## src/rtl/resp_timer_pkg.sv

```systemverilog
// Shared types and constants for the response-latency timer.
// The RESP_TIMER_TAG_EN build adds a sequence tag to each report.
package resp_timer_pkg;

  typedef enum logic [1:0] {
    ST_IDLE    = 2'd0,
    ST_COUNT   = 2'd1,
    ST_HOLDOFF = 2'd2
  } state_t;

  localparam logic [31:0] TIMEOUT_CODE = 32'hFFFF_FFFF;
  localparam int          TAG_W        = 8;

endpackage

```

## src/rtl/resp_timer_sync_edge.sv

```systemverilog
// Two-flop synchronizer followed by a rising-edge detector.
// Reusable for any asynchronous target-side input.
module sync_edge (
  input  logic clk,
  input  logic rst,
  input  logic din,
  output logic rise
);

  logic s0;
  logic s1;
  logic s1_d;

  always_ff @(posedge clk) begin
    if (rst) begin
      s0   <= 1'b0;
      s1   <= 1'b0;
      s1_d <= 1'b0;
    end else begin
      s0   <= din;
      s1   <= s0;
      s1_d <= s1;
    end
  end

  assign rise = s1 & ~s1_d;

endmodule

```

## src/rtl/resp_timer.sv

```systemverilog
// Counts cycles from a start pulse to the first rising edge of resp_in.
// Define RESP_TIMER_TAG_EN to put an 8-bit report sequence number in meas[31:24].
module resp_timer
  import resp_timer_pkg::*;
#(
  parameter logic [31:0] TIMEOUT = 32'd50_000_000,
  parameter logic [31:0] HOLDOFF = 32'd5_000
) (
  input  logic        clk,
  input  logic        rst,
  input  logic        start,
  input  logic        resp_in,
  output logic [31:0] meas,
  output logic        meas_valid,
  output logic        timeout,
  output logic        busy
);

  // Handshake: meas_valid is a single-cycle strobe with no back-pressure;
  // meas is valid in that cycle and holds until the next report.

  state_t      state;
  state_t      state_nx;
  logic [31:0] cnt;
  logic [31:0] cnt_nx;
  logic [31:0] hcnt;
  logic [31:0] hcnt_nx;
  logic        rise;
  logic        report;
  logic        report_to;
  logic [31:0] word;

  sync_edge u_sync (
    .clk  (clk),
    .rst  (rst),
    .din  (resp_in),
    .rise (rise)
  );

  always_ff @(posedge clk) begin
    if (rst) begin
      state <= ST_IDLE;
      cnt   <= 32'd0;
      hcnt  <= 32'd0;
    end else begin
      state <= state_nx;
      cnt   <= cnt_nx;
      hcnt  <= hcnt_nx;
    end
  end

  always_comb begin
    state_nx  = state;
    cnt_nx    = cnt;
    hcnt_nx   = hcnt;
    report    = 1'b0;
    report_to = 1'b0;
    case (state)
      ST_IDLE: begin
        if (start) begin
          cnt_nx   = 32'd0;
          state_nx = ST_COUNT;
        end
      end
      ST_COUNT: begin
        // An edge arriving on the timeout cycle still counts as a response.
        if (rise) begin
          report   = 1'b1;
          hcnt_nx  = 32'd0;
          state_nx = ST_HOLDOFF;
        end else if (cnt == TIMEOUT) begin
          report    = 1'b1;
          report_to = 1'b1;
          hcnt_nx   = 32'd0;
          state_nx  = ST_HOLDOFF;
        end else begin
          cnt_nx = cnt + 32'd1;
        end
      end
      ST_HOLDOFF: begin
        if (hcnt + 32'd1 >= HOLDOFF) begin
          state_nx = ST_IDLE;
        end else begin
          hcnt_nx = hcnt + 32'd1;
        end
      end
      default: state_nx = ST_IDLE;
    endcase
  end

`ifdef RESP_TIMER_TAG_EN
  logic [TAG_W-1:0] seq;

  always_ff @(posedge clk) begin
    if (rst) begin
      seq <= '0;
    end else if (report) begin
      seq <= seq + 1'b1;
    end
  end

  always_comb begin
    if (report_to) begin
      word = {seq, TIMEOUT_CODE[23:0]};
    end else if (cnt > 32'h00FF_FFFF) begin
      word = {seq, 24'hFF_FFFF};
    end else begin
      word = {seq, cnt[23:0]};
    end
  end
`else
  assign word = report_to ? TIMEOUT_CODE : cnt;
`endif

  always_ff @(posedge clk) begin
    if (rst) begin
      meas       <= 32'd0;
      meas_valid <= 1'b0;
      timeout    <= 1'b0;
    end else begin
      meas_valid <= report;
      timeout    <= report_to;
      if (report) begin
        meas <= word;
      end
    end
  end

  assign busy = (state != ST_IDLE);

endmodule

```

## config.mk

```make
export PLATFORM = sky130hd
export DESIGN_NAME = resp_timer
export DESIGN_NICKNAME = d
export VERILOG_FILES = /design/src/rtl/resp_timer_pkg.sv /design/src/rtl/resp_timer_sync_edge.sv /design/src/rtl/resp_timer.sv
export SDC_FILE = /design/constraint.sdc
export NUM_CORES = 1
export LEC_CHECK = 0
export ABC_AREA = 0
export CAP_MARGIN = 20
export CORE_MARGIN = 2
export CORE_UTILIZATION = 60
export CTS_CLUSTER_DIAMETER = 40
export DETAILED_ROUTE_END_ITERATION = 10
export GPL_TIMING_DRIVEN = 1
export PLACE_DENSITY = 0.79
export REMOVE_ABC_BUFFERS = 1
export SKIP_CTS_REPAIR_TIMING = 1
export SYNTH_ARGS = -nofsm -noshare
export SYNTH_HDL_FRONTEND = slang
export SYNTH_SLANG_ARGS = --single-unit
```

## constraint.sdc

```tcl
create_clock -name clk -period 7.5 [get_ports clk]
set_clock_uncertainty 0.1 [all_clocks]
set_input_delay 1.5 -clock clk [delete_from_list [all_inputs] [get_ports clk]]
set_output_delay 1.5 -clock clk [all_outputs]
set_load 0.02 [all_outputs]
```

==> flow_summary.json, run 1 <==
{
  "fin_crit_period_ps": 3920,
  "critPathSlowestCell": "sky130_fd_sc_hd__a2111oi_2",
  "clock-root-buffer": "sky130_fd_sc_hd__clkbuf_8",
  "cp_slowest_stage_delay_ps": 640,
  "routabilityCongestion": 0.901,
  "reg2reg_depth": 9,
  "dieWidth_um": 92.5,
  "grt_start_max_net_pins": 48,
  "critical_path.reg2reg.startpoint": "hcnt[0]",
  "regToRegEndpoint": "hcnt[6]",
  "wl_per_cell_um": 14.4,
  "report.final.hold_viol_count": 0,
  "pin_count": 39,
  "clock_sinks": 103,
  "worstMarginPinSlew_ps": 1090,
  "nFillCells": 632,
  "ys_types": 55,
  "peakVddDrop_uv": 119,
  "totalNegativeSetupSlack_ps": 0,
  "core.rowCount": 32,
  "start_util": 0.614,
  "globalRouteOverflowTotal": 0,
  "yosys_most_used_dff": "sky130_fd_sc_hd__dfxtp_1",
  "number_of_antenna_violations_at_the_first_check_in_global_routing": 0,
  "syn_avg_cell_area_um2": 8.06,
  "syn-instance-count": 583,
  "run_status": "finished clean",
  "antenna_violating_nets_left": 0,
  "cp_cell_sequence": "clkdlybuf4s50_1 -> nor2_1 -> a2111oi_2 -> nand2_1 -> nor3_1 -> nand3_1 -> or3_1 -> a21oi_1",
  "port_buffers": 38,
  "endpoint_kind": "register",
  "die_h_um": 92.5,
  "synth_async_sr_flop_share": 0,
  "synth.yosys.seq_area_share": 0.439,
  "multiInputGateArea_um2": 2420,
  "critPathMaxFanout": 6,
  "critPathKind": "input port to register",
  "ff_latch_area_um2": 2060,
  "worstHoldPathType": "register to register",
  "tritoncts_clock_tree": "yes",
  "power.static_leakage_uw": 0.00189,
  "tcrit_tclk_final": 0.523,
  "flop_and_latch_count_out_of_synthesis": 103,
  "worstSkewPairLatency_ps": 370,
  "drc": 0,
  "synth-edff-count": 0,
  "place_hpwl_um": 7040,
  "routed-via-count": 4132,
  "coreArea_um2": 7650,
  "drt_pass1_iterations": 5,
  "area_of_the_die_um2": 8550,
  "diodes": 0,
  "cts_max_level": 3,
  "min_delay_worst_endpoint": "u_sync.s1",
  "grt_use_total": 0.244,
  "min-delay-start": "u_sync.s0",
  "final-max-slew-violation-count": 0,
  "area_growth_syn_to_layout_pct": 14.0,
  "ys_warn_count": 0,
  "worst_hold_path.num_cells": 1,
  "numCtsBuffers": 9,
  "finalWirelength_um": 10400,
  "post-layout-total-power_uw": 938,
  "launch_point_of_the_critical_path": "start",
  "final_design_area_no_fill_um2": 5350,
  "grt_setup_unrepaired": "no",
  "cts_buffer_depth": 2,
  "post_dp_cell_area_um2": 5140,
  "final_layout_size_suffix_gt1_frac": 0.0534,
  "drt-vias-per-instance": 5.74,
  "achievable-frequency_mhz": 255,
  "max-cap-violations": 0,
  "cts.reportedPaths.clkPinSlew_ps": 100,
  "setup_viol": 0,
  "cellPowerDensity_nw_per_um2": 175,
  "grt_pass1_wl_um": 17200,
  "max_slew_margin": 0.265,
  "setup.reg_to_reg.worst_slack_ps": 3970,
  "cp_data_required_time_ps": 7690,
  "detail_route.iter0.violations": 251,
  "grt_pass1_vias": 3727,
  "crit_arrival_ps": 4110,
  "timing.critical_path.from_type": "input port",
  "design.final.nets": 621,
  "synth.cell_area_um2": 4700
}
## cells in the final DEF (no fill, tap or decap), drive strengths merged, types with 18 or more instances in the layout
master and count:
xnor2 19, nand3 23, nor2 135, nand2 28, nor3 41, nor4 18, clkdlybuf4s50 38, inv 35
dfxtp 103, xor2 19
## state kept, by name, indices dropped and copies added, names as in the netlist
register	cells
u_sync.s1	1
hcnt	32
timeout	1
state	2
u_sync.s0	1
meas_valid	1
cnt	32
u_sync.s1_d	1
meas	32
## cells by family after synthesis
group | share of synthesized area
XOR/XNOR | 0.0708
flip-flops | 0.439
buffers and inverters | 0.0477
AO/OA/AOI/OAI | 0.101
AND/OR/NAND/NOR | 0.334
adder cells (fa/ha/maj) | 0.00799
## through the flow
| stage | hold WS [ps] | worst slack, ps | cells | utilization |
|---|---|---|---|---|
| after floorplan | 314 | 3750 | 559 | - |
| after global placement | 317 | 3390 | 702 | 0.672 |
| after detailed placement | 329 | 3250 | 702 | 0.672 |
| after CTS | 358 | 3560 | 717 | 0.696 |
| after global routing | 363 | 3350 | 720 | 0.700 |
| final | 353 | 3580 | 720 | 0.700 |
## layer usage
metal  share of wire  global-route usage  vias to the layer above
met4          0.0056              0.0734                        0
met5               0                   0                        -
li1                -                   -                     2082
met1            0.49               0.347                     1924
met2            0.46               0.379                      122
met3           0.046              0.0423                        4
## layout make-up
class                   count  area share
clock buffers              10      0.0257
clock inverters             5     0.00795
inverters                  33      0.0231
multi-input cells         423       0.452
flip-flops and latches    103       0.385
well taps                 102      0.0238
repair buffers             44      0.0818
## power by group
part | internal (µW) | switching, µW | total, µW | leakage (µW)
Clock | 131 | 195 | 326 | 0.0000829
Sequential | 553 | 5.12 | 558 | 0.000831
Combinational | 20.6 | 32.2 | 52.8 | 0.000971
## synth_stat cells, types with 6 or more instances
master | n | area [µm²]
sky130_fd_sc_hd__a21oi_1 | 11 | 55.1
sky130_fd_sc_hd__a31oi_1 | 14 | 87.6
sky130_fd_sc_hd__and3_1 | 11 | 68.8
sky130_fd_sc_hd__buf_2 | 6 | 30.0
sky130_fd_sc_hd__clkbuf_1 | 16 | 60.1
sky130_fd_sc_hd__dfxtp_1 | 103 | 2060
sky130_fd_sc_hd__inv_1 | 33 | 124
sky130_fd_sc_hd__nand2_1 | 28 | 105
sky130_fd_sc_hd__nand3_1 | 22 | 110
sky130_fd_sc_hd__nand4_1 | 14 | 87.6
sky130_fd_sc_hd__nor2_1 | 135 | 507
sky130_fd_sc_hd__nor2b_1 | 10 | 62.6
sky130_fd_sc_hd__nor3_1 | 41 | 205
sky130_fd_sc_hd__nor4_1 | 16 | 100
sky130_fd_sc_hd__o21ai_0 | 15 | 75.1
sky130_fd_sc_hd__xnor2_1 | 19 | 166
sky130_fd_sc_hd__xor2_1 | 19 | 166
## worst max-delay path by stage
stage,slack (ps),cells after the start,endpoint
after global routing,3350,8,cnt[29]
after global placement,3390,8,cnt[21]
after detailed placement,3250,8,cnt[21]
final,3580,8,cnt[21]
after CTS,3560,9,hcnt[24]
after floorplan,3750,7,hcnt[11]
## worst max-delay path, delay by kind of cell
kind | cells | cell delay (ps)
buffers and inverters | 1 | 510
and+or+nand+nor | 5 | 1340
AOI/OAI and AO/OA | 2 | 770
Power figures use the tool's default switching activity.
==> run 2, diff against run 1 <==
--- a/config.mk
+++ b/config.mk
@@ -8,11 +8,11 @@
 export ABC_AREA = 0
 export CAP_MARGIN = 20
 export CORE_MARGIN = 2
-export CORE_UTILIZATION = 60
+export CORE_UTILIZATION = 52
 export CTS_CLUSTER_DIAMETER = 40
 export DETAILED_ROUTE_END_ITERATION = 10
 export GPL_TIMING_DRIVEN = 1
-export PLACE_DENSITY = 0.79
+export PLACE_DENSITY = 0.73
 export REMOVE_ABC_BUFFERS = 1
 export SKIP_CTS_REPAIR_TIMING = 1
 export SYNTH_ARGS = -nofsm -noshare
==> constraint.sdc (replaced) <==
create_clock -name clk -period 3.5 [get_ports clk]
set_clock_uncertainty 0.1 [all_clocks]
set_input_delay 0.7 -clock clk [delete_from_list [all_inputs] [get_ports clk]]
set_output_delay 0.7 -clock clk [all_outputs]
set_load 0.02 [all_outputs]
==> run 2 against run 1 <==
  * First-iteration DRC count is 8.8% lower
  * Count of clock-buffer cells in the layout stayed put
  * Design area is 0.96% higher
  * Critical path depth stayed put
  * Register-to-register slack worse by 3700 ps
  * Setup slack worse by 3300 ps
  * Sequential power is 120% higher
  * Sequential cell count stayed put
  * Non-clock buffer count is 6 higher
  * Clock power is 120% higher
  * Combinational power is 120% higher
  * Largest cell class unchanged
==> flow_summary.json, run 2 (synthesized netlist as in run 1, its figures left out) <==
{
  "hold_slack_ps": 349,
  "cp_slowest_stage_delay_ps": 570,
  "layout_commonest_cell": "sky130_fd_sc_hd__nor2_1",
  "report.final.hold_viol_count": 0,
  "worstSkewPairLatency_ps": 380,
  "number_of_antenna_violations_at_the_first_check_in_global_routing": 0,
  "fraction_of_power_consumed_by_the_clock_network": 0.356,
  "drt-vias-per-instance": 5.63,
  "cts_max_level": 3,
  "worst_hold_path.num_cells": 1,
  "grt_start_max_net_pins": 47,
  "reg2reg_depth": 8,
  "run_status": "finished clean",
  "pin_count": 39,
  "critPathKind": "register to register",
  "clock-root-buffer": "sky130_fd_sc_hd__clkbuf_8",
  "switching_share": 0.258,
  "worstHoldPathType": "register to register",
  "globalRouteOverflowTotal": 0,
  "p_int_uw": 1510,
  "routabilityCongestion": 0.891,
  "power.share.sequential": 0.588,
  "worstMarginPinSlew_ps": 660,
  "core.rowCount": 34,
  "post_dp_cell_area_um2": 5220,
  "comb_power_share": 0.057,
  "nFillCells": 771,
  "grt_use_total": 0.217,
  "max_slew_margin": 0.560,
  "port_buffers": 38,
  "multiInputGateArea_um2": 2420,
  "finalNonFillerCells": 733,
  "drc": 0,
  "drt_pass1_iterations": 5,
  "endpoint_kind": "register",
  "max-cap-violations": 0,
  "die_h_um": 99.1,
  "detail_route.iter0.violations": 229,
  "final_layout_size_suffix_gt1_frac": 0.0624,
  "numCtsBuffers": 9,
  "power.static_leakage_uw": 0.00191,
  "pre_cts_ws_ps": 302,
  "start_util": 0.539,
  "peakVddDrop_uv": 235,
  "cp_data_required_time_ps": 3710,
  "critPathMaxFanout": 8,
  "critPathSlowestCell": "sky130_fd_sc_hd__or4_4",
  "post-route-worst-setup-slack_ps": 238,
  "diodes": 0,
  "tcrit_tclk_final": 0.932,
  "critical-path-top-delay-family": "simple AND/OR/NAND/NOR gates",
  "top_regs": "cnt: 32 flops, hcnt: 32 flops, meas: 32 flops",
  "area_of_the_die_um2": 9810,
  "coreArea_um2": 8720,
  "place_hpwl_um": 7290,
  "cellPowerDensity_nw_per_um2": 377,
  "place.detailed.instances": 717,
  "final_design_area_no_fill_um2": 5410,
  "grt_pass1_wl_um": 17600,
  "clock_sinks": 103,
  "finalWirelength_um": 10200,
  "fin_util": 0.620,
  "final-max-slew-violation-count": 0,
  "fin_crit_period_ps": 3260,
  "wl_per_cell_um": 13.9,
  "power_dissipated_by_switching_net_loads_uw": 525,
  "routed-via-count": 4125,
  "crit_arrival_ps": 3470,
  "timing.critical_path.from_type": "register",
  "setup_viol": 0,
  "grt_pass1_vias": 3860,
  "path_buf_inv": 0,
  "grt_setup_unrepaired": "no",
  "tritoncts_clock_tree": "yes",
  "cts.reportedPaths.clkPinSlew_ps": 110,
  "cts_buffer_depth": 2,
  "area_growth_syn_to_layout_pct": 15.0,
  "cp_cell_sequence": "ha_1 -> nand3_2 -> nor4_4 -> nor4b_2 -> o211ai_1 -> or4_4 -> or4_1 -> a21oi_1",
  "design.final.nets": 627,
  "dieWidth_um": 99.1,
  "antenna_violating_nets_left": 0,
  "wp_depth": 8,
  "ff_latch_area_um2": 2060,
  "most-common-layout-cells": "sky130_fd_sc_hd__nor2_1 (135), sky130_fd_sc_hd__dfxtp_1 (103), sky130_fd_sc_hd__nor3_1 (41)",
  "achievable-frequency_mhz": 307
}
[run 2: cell types whose count changed in the layout (fill, tap and decap cells not counted), sizes merged]
| cell | before | now |
|---|---|---|
| inv | 35 | 37 |
| buf | 5 | 12 |
| dlymetal6s2s | 1 | 0 |
| clkinv | 0 | 2 |
| clkinvlp | 3 | 0 |
[run 2: power groups by stage]
stage / Clock (µW) / Combinational [µW] / Sequential, µW
floorplan: 0 / 50.6 / 1230
global placement: 0 / 115 / 1220
detailed placement: 0 / 116 / 1220
CTS: 742 / 116 / 1200
global route: 786 / 127 / 1200
finish: 724 / 116 / 1200
[run 2: layout make-up]
| type | count | share of cell area |
|---|---|---|
| well taps | 108 | 0.0250 |
| repair buffers | 50 | 0.0884 |
| flip-flops and latches | 103 | 0.381 |
| clock inverters | 6 | 0.0116 |
| multi-input cells | 423 | 0.447 |
| inverters | 33 | 0.0229 |
| clock buffers | 10 | 0.0236 |
[run 2: path summary, 6_finish.rpt]
path	startpoint	endpoint	slack, ps
setup / recovery	hcnt[0]	hcnt[1]	240
hold / removal	u_sync.s0	u_sync.s1	350
setup reg to reg	hcnt[0]	hcnt[1]	240
hold reg to reg	u_sync.s0	u_sync.s1	350
[run 2: stage by stage]
step | power (µW) | setup TNS (ps)
6_report | 2040 | 0
5_1_grt | 2110 | 0
4_1_cts | 2050 | 0
3_5_place_dp | 1340 | 0
3_3_place_gp | 1340 | 0
2_1_floorplan | 1280 | -5130
[run 2: metal layers]
layer / GRT usage / vias to the layer above / wire, µm
met2: 0.341 / 105 / 4650
met1: 0.299 / 1913 / 4900
li1: - / 2093 / -
met4: 0.0643 / 0 / 134
met3: 0.0496 / 14 / 517
met5: 0 / - / 0
